<file path="config.mk">
export PLATFORM = sky130hd
export DESIGN_NAME = l2_tlb_search_ctrl
export DESIGN_NICKNAME = d
export VERILOG_FILES = /design/src/rtl/l2_tlb_search_ctrl.sv
export SDC_FILE = /design/constraint.sdc
export NUM_CORES = 1
export LEC_CHECK = 0
export CELL_PAD_IN_SITES_DETAIL_PLACEMENT = 1
export CELL_PAD_IN_SITES_GLOBAL_PLACEMENT = 2
export CORE_AREA = 2 2 122 94
export DETAILED_ROUTE_END_ITERATION = 8
export DIE_AREA = 0 0 124 96
export PLACE_DENSITY_LB_ADDON = 0.1
export SLEW_MARGIN = 25
export SYNTH_ARGS = -nofsm -noshare
export SYNTH_HDL_FRONTEND = slang
export SYNTH_SLANG_ARGS = --single-unit
</file>
<file path="constraint.sdc">
create_clock -name clk_i -period 3.3 [get_ports clk_i]
set_clock_uncertainty 0.1 [all_clocks]
set_input_delay 0.66 -clock clk_i [delete_from_list [all_inputs] [get_ports clk_i]]
set_output_delay 0.66 -clock clk_i [all_outputs]
set_load 0.05 [all_outputs]
</file>
<file path="src/rtl/l2_tlb_search_ctrl.sv">
// Purpose : search sequencer for one L2 TLB check RAM. Walks every offset of the
//           addressed set through both RAM ports, muxes config writes onto the ports.
// Latency : hit at offset k -> resp_valid_o k+3 cycles after the request handshake;
//           miss -> 2^OFFSET_WIDTH+2 cycles; each cfg write during SEARCH adds one cycle.
// Backpressure: one lookup in flight; req_ready_o only in IDLE, the response is held
//           stable until resp_ready_i; config writes are always accepted and win the ports.
//
// Optional feature macro: RAB_L2_FULL_SET_SEARCH_EN
//   defined   -> no early exit, whole set always searched, first hit reported,
//                resp_multi_o is the OR of multi_hit_i over every valid check cycle
//   undefined -> early exit on the first qualified hit
//
// Ports
//   clk_i, rst_ni                    clock, async active-low reset
//   req_valid_i/req_ready_o          lookup handshake (req_addr_i, req_rw_i)
//   cfg_we_i, cfg_addr_i             config write strobe and RAM address
//   ram_we_o, port0/1_addr_o         RAM write enable and port addresses
//   in_addr_o, rw_type_o             latched request, fed to the check RAM compare
//   output_valid_o, offset_addr_d_o  RAM data of the previous cycle is a search read
//   hit_i, multi_hit_i, prot_i,
//   master_i, hit_addr_i             check RAM results
//   resp_valid_o/resp_ready_i        result handshake, output_sent_o pulses on it
//   resp_*_o                         registered result
module l2_tlb_search_ctrl #(
  parameter int ADDR_WIDTH   = 32,
  parameter int PAGE_SIZE    = 4096,
  parameter int SET_WIDTH    = 5,
  parameter int OFFSET_WIDTH = 4
) (
  input  logic                                clk_i,
  input  logic                                rst_ni,
  // lookup request
  input  logic                                req_valid_i,
  output logic                                req_ready_o,
  input  logic [ADDR_WIDTH-1:0]               req_addr_i,
  input  logic                                req_rw_i,
  // configuration writes
  input  logic                                cfg_we_i,
  input  logic [SET_WIDTH+OFFSET_WIDTH:0]     cfg_addr_i,
  // check RAM side
  output logic                                ram_we_o,
  output logic [SET_WIDTH+OFFSET_WIDTH:0]     port0_addr_o,
  output logic [SET_WIDTH+OFFSET_WIDTH:0]     port1_addr_o,
  output logic [ADDR_WIDTH-1:0]               in_addr_o,
  output logic                                rw_type_o,
  output logic                                output_valid_o,
  output logic [OFFSET_WIDTH-1:0]             offset_addr_d_o,
  output logic                                output_sent_o,
  input  logic                                hit_i,
  input  logic                                multi_hit_i,
  input  logic                                prot_i,
  input  logic                                master_i,
  input  logic [SET_WIDTH+OFFSET_WIDTH:0]     hit_addr_i,
  // result
  output logic                                resp_valid_o,
  input  logic                                resp_ready_i,
  output logic                                resp_hit_o,
  output logic                                resp_multi_o,
  output logic                                resp_prot_o,
  output logic                                resp_master_o,
  output logic [SET_WIDTH+OFFSET_WIDTH:0]     resp_hit_addr_o
);

  localparam int IGNORE_LSB = $clog2(PAGE_SIZE);
  localparam int AW         = SET_WIDTH + OFFSET_WIDTH + 1;
  localparam logic [OFFSET_WIDTH-1:0] OFF_LAST = '1;

  typedef enum logic [1:0] {
    IDLE   = 2'd0,
    SEARCH = 2'd1,
    DRAIN  = 2'd2,
    RESP   = 2'd3
  } state_t;

  typedef struct packed {
    logic          hit;
    logic          multi;
    logic          prot;
    logic          master;
    logic [AW-1:0] hit_addr;
  } resp_t;

  state_t                  state_q, state_d;
  logic [SET_WIDTH-1:0]    set_q;
  logic [OFFSET_WIDTH-1:0] off_q;
  logic [OFFSET_WIDTH-1:0] off_d_q;
  logic                    issued_q;
  logic [ADDR_WIDTH-1:0]   in_addr_q;
  logic                    rw_q;
  resp_t                   resp_q;

  logic                    issue;
  logic                    latch_req;
  logic                    chk;

  // RAM data is only meaningful while a search is still collecting results;
  // issued_q is already cleared for the read that follows an early exit.
  assign chk = issued_q && ((state_q == SEARCH) || (state_q == DRAIN));

  // --------------------------------------------------------------------------
  // next state / port mux
  // --------------------------------------------------------------------------
  always_comb begin
    state_d       = state_q;
    req_ready_o   = 1'b0;
    resp_valid_o  = 1'b0;
    output_sent_o = 1'b0;
    port0_addr_o  = '0;
    port1_addr_o  = '0;
    issue         = 1'b0;
    latch_req     = 1'b0;

    // config writes own both ports whatever the search is doing
    if (cfg_we_i) begin
      port0_addr_o = cfg_addr_i;
      port1_addr_o = cfg_addr_i;
    end

    case (state_q)
      IDLE: begin
        req_ready_o = 1'b1;
        if (req_valid_i) begin
          latch_req = 1'b1;
          state_d   = SEARCH;
        end
      end

      SEARCH: begin
        if (!cfg_we_i) begin
          // lower half on port0, upper half on port1, same offset
          port0_addr_o = {1'b0, set_q, off_q};
          port1_addr_o = {1'b1, set_q, off_q};
          issue        = 1'b1;
          if (off_q == OFF_LAST) begin
            state_d = DRAIN;
          end
        end
`ifndef RAB_L2_FULL_SET_SEARCH_EN
        // a qualified hit overrides the move to DRAIN issued in the same cycle
        if (chk && hit_i) begin
          state_d = RESP;
        end
`endif
      end

      DRAIN: begin
        // the last read is checked here whether or not a cfg write is on the ports
        if (chk) begin
          state_d = RESP;
        end
      end

      RESP: begin
        resp_valid_o = 1'b1;
        if (resp_ready_i) begin
          output_sent_o = 1'b1;
          state_d       = IDLE;
        end
      end

      default: begin
        state_d = IDLE;
      end
    endcase
  end

  // --------------------------------------------------------------------------
  // control registers
  // --------------------------------------------------------------------------
  always_ff @(posedge clk_i or negedge rst_ni) begin
    if (!rst_ni) begin
      state_q   <= IDLE;
      set_q     <= '0;
      off_q     <= '0;
      off_d_q   <= '0;
      issued_q  <= 1'b0;
      in_addr_q <= '0;
      rw_q      <= 1'b0;
    end else begin
      state_q <= state_d;

      if (latch_req) begin
        in_addr_q <= req_addr_i;
        rw_q      <= req_rw_i;
        set_q     <= req_addr_i[IGNORE_LSB +: SET_WIDTH];
        off_q     <= '0;
      end else if (issue && (off_q != OFF_LAST)) begin
        // holding at the last offset keeps off_q from wrapping
        off_q <= off_q + 1'b1;
      end

      // leaving for RESP discards the speculative read issued alongside the hit
      issued_q <= issue && (state_d != RESP);

      if (issue) begin
        off_d_q <= off_q;
      end
    end
  end

  // --------------------------------------------------------------------------
  // result registers
  // --------------------------------------------------------------------------
  always_ff @(posedge clk_i or negedge rst_ni) begin
    if (!rst_ni) begin
      resp_q <= '0;
    end else begin
`ifdef RAB_L2_FULL_SET_SEARCH_EN
      if (latch_req) begin
        resp_q <= '0;
      end else if (chk) begin
        // keep the first hit; later hits only contribute to the multi-hit flag
        if (hit_i && !resp_q.hit) begin
          resp_q.hit      <= 1'b1;
          resp_q.prot     <= prot_i;
          resp_q.master   <= master_i;
          resp_q.hit_addr <= hit_addr_i;
        end
        resp_q.multi <= resp_q.multi | multi_hit_i;
      end
`else
      // the only ways into RESP are a qualified hit or the final DRAIN check
      if (chk && (state_d == RESP)) begin
        if (hit_i) begin
          resp_q <= {1'b1, multi_hit_i, prot_i, master_i, hit_addr_i};
        end else begin
          resp_q <= '0;
        end
      end
`endif
    end
  end

  // --------------------------------------------------------------------------
  // outputs
  // --------------------------------------------------------------------------
  assign ram_we_o        = cfg_we_i;
  assign in_addr_o       = in_addr_q;
  assign rw_type_o       = rw_q;
  assign output_valid_o  = issued_q;
  assign offset_addr_d_o = off_d_q;

  assign resp_hit_o      = resp_q.hit;
  assign resp_multi_o    = resp_q.multi;
  assign resp_prot_o     = resp_q.prot;
  assign resp_master_o   = resp_q.master;
  assign resp_hit_addr_o = resp_q.hit_addr;

endmodule
</file>
==> impl_metrics.ini <==
[status]
status = completed

[timing]
max_freq_mhz = 350
worstMarginPinSlew_ns = 0.722
finalCritPeriodShare_pct = 86.5
slew_headroom_pct = 51.9
finalHoldViolations = 0
rsz0062_at_grt = false
fin_crit_ns = 2.86
drv_slew = 0
finalSetupViolCount = 0
fin_tns_setup_ns = 0
setup_slack_ns = 0.444

[global_route]
first_global_vias = 2211
track_usage_pct = 13.3
gr-total-overflow = 0
grt_antenna_before_repair = 0
grt_pass1_wl_um = 11600
grt_max_degree = 38

[yosys]
ys_warn_count = 0
syn_area_mm2 = 0.00262
ys_ff_latch = 58
synth_nets = 285
ys_seq_area_share_pct = 55.5
synthDistinctLibCells = 30
netlist_instances = 218
avgSynthCellArea_um2 = 12.0

[floorplanning]
die-width_um = 124
ioPinCount = 138
dieArea_mm2 = 0.0119
core_mm2 = 0.0107
num_rows = 33
dieHeight_um = 96
initial_core_util_pct = 24.4

[placed_design]
gp_congestion = 0.740
pre_cts_slack_ns = 0.291
port_buffers = 137
dpl.hpwl_um = 5710

[power]
p_int_mw = 2.54
p_sw_mw = 2.23
ir_drop_v = 0.000464
leakagePower_nw = 1.98
p_per_area_mw_per_mm2 = 1040
clkPwrFrac_pct = 17.6
pwr-share-seq_pct = 25.5
p_sw_share_pct = 46.8
p_comb_share_pct = 57.0

[cells_and_area]
multi_input_area_um2 = 990
nFillCells = 1180
antenna_cells = 0
seq_area_mm2 = 0.00145
num-nets-final = 422
area_growth_pct = 74.3
final_cell_mix = 115 x clkdlybuf4s50_1, 58 x dfrtp_1, 38 x nand2_1
final_common_cell = clkdlybuf4s50_1
drive_gt1_share_pct = 12.5

[route]
wl_per_cell_um = 15.1
vias = 2125
route.met3.wl_um = 835
wl_um = 7570
drtPass1Iterations = 4
post-route-drc-count = 0
viasPerCell = 4.25
drt_iter0_drc = 46
dr_wl_met2_um = 3410
antenna_left = 0
top_layer = met4
met1_length_um = 3240

[setup_path]
startpoint_type = primary input
cp-end-kind = output port
worstPathRequired_ns = 2.54
cp_data_arrival_time_ns = 2.10
cp_max_fo = 14
crit_path_cell_trace = clkdlybuf4s50_1 > buf_4 > nor2b_1 > buf_4 > nand2_1 > nand2_1 > buf_12
critPathKind = in2out
critPathSlowestCell = clkdlybuf4s50_1
cpPeakStageDelay_ns = 0.43

[flow_run]
drv_cap = 0

[cts]
tritoncts = built
ctsHoldBuffers = 0
clockBufferDepth = 2
clkTransAtPathRegs_ns = 0.05
htreeDepth = 3
clock_sinks = 58
post_cts_buffers = 0
clkLatencyLatePin_ns = 0.32
cts.repair.resized = 0
cts_buffers = 9
cts-root-buf = clkbuf_16

[worst_hold_path]
hp-class = in2async
power by group through the flow:
stage / registers, mW / clock network (mW) / logic (mW)
final: 1.21 / 0.838 / 2.71
after global routing: 1.26 / 0.903 / 2.86
after CTS: 1.22 / 0.866 / 2.76
after detailed placement: 1.22 / 0 / 2.75
after global placement: 1.21 / 0 / 2.73
after floorplan: 2.22 / 0 / 0.724
synth_stat cells:
| library cell | n | share of area, % |
|---|---|---|
| dfrtp_1 | 58 | 55 |
| nand2_1 | 38 | 5.5 |
| mux2_1 | 34 | 15 |
| inv_1 | 16 | 2.3 |
| mux2i_1 | 13 | 5.0 |
| buf_4 | 10 | 2.9 |
| a21oi_1 | 5 | 0.96 |
| a22o_1 | 5 | 1.7 |
| ha_1 | 5 | 2.4 |
| nand3_1 | 5 | 0.96 |
| clkbuf_1 | 4 | 0.57 |
| and2_1 | 3 | 0.72 |
| buf_2 | 3 | 0.57 |
| nor2b_1 | 2 | 0.48 |
| o21ai_0 | 2 | 0.38 |
| a2111o_1 | 1 | 0.43 |
| a21boi_1 | 1 | 0.29 |
| a311oi_4 | 1 | 1.0 |
| and4b_1 | 1 | 0.38 |
| buf_6 | 1 | 0.43 |
| nand2b_1 | 1 | 0.24 |
| nand4b_1 | 1 | 0.33 |
| nor2_1 | 1 | 0.14 |
| nor3_1 | 1 | 0.19 |
| o21a_1 | 1 | 0.29 |
| o41ai_2 | 1 | 0.62 |
| or2_1 | 1 | 0.24 |
| or3_1 | 1 | 0.24 |
| or3_4 | 1 | 0.43 |
| xor2_1 | 1 | 0.33 |
worst paths after layout:
| kind | startpoint | endpoint | slack (ns) | cells after the start |
|---|---|---|---|---|
| min in group clk_i | rw_type_o | rw_type_o | 0.38 | 1 |
| min | rst_ni | in_addr_o[25] | 0.24 | 2 |
| max reg2reg | state_q[1] | resp_hit_addr_o[2] | 0.69 | 7 |
| min reg2reg | rw_type_o | rw_type_o | 0.38 | 1 |
| max in group asynchronous | rst_ni | offset_addr_d_o[2] | 2.48 | 2 |
| max | cfg_we_i | port0_addr_o[3] | 0.44 | 7 |
routing by layer:
layer | global-route usage (%) | up-vias
li1 | - | 996
met1 | 15.9 | 1038
met2 | 20.4 | 84
met3 | 7.35 | 7
met4 | 3.93 | 0
met5 | 0 | -
state kept, by name, summed over array words and instances (netlist names):
signal           flops
resp_master_o        1
resp_hit_addr_o     10
resp_multi_o         1
state_q              2
output_valid_o       1
rw_type_o            1
set_q                4
resp_prot_o          1
offset_addr_d_o      4
resp_hit_o           1
off_q                4
in_addr_o           28
worst max-delay path, delay by kind of cell:
family	cells	cell delay, ns
buffers and inverters	4	1.02
and+or+nand+nor	3	0.42
kinds of logic after synthesis:
kind of cell / Yosys count / share of synthesized area (%)
AOI/OAI and AO/OA: 17 / 5.64
xor gates and xnor gates: 1 / 0.335
adders and majority gates: 5 / 2.39
buffers and inverters: 34 / 6.74
DFF: 58 / 55.5
muxes: 47 / 19.6
and+or+nand+nor: 56 / 9.80
metrics by stage:
step	hold slack, ns	std cells	total power [mW]	util (%)	cell area [µm²]
finish	0.241	500	4.76	42.5	4560
global placement	0.362	484	3.94	40.0	4290
global route	0.256	500	5.02	42.5	4560
CTS	0.250	500	4.84	42.5	4560
detailed placement	0.378	484	3.97	40.0	4290
floorplan	0.264	218	2.94	-	2620
layout make-up:
class,instances,share of cell area (%)
repair buffers,144,35.5
clock inverters,2,0.274
flip-flops and latches,58,31.8
clock buffers,14,5.57
well taps,140,3.84
inverters,16,1.32
multi-input cells,126,21.7
Note: power is estimated with default switching activity, not from simulation.
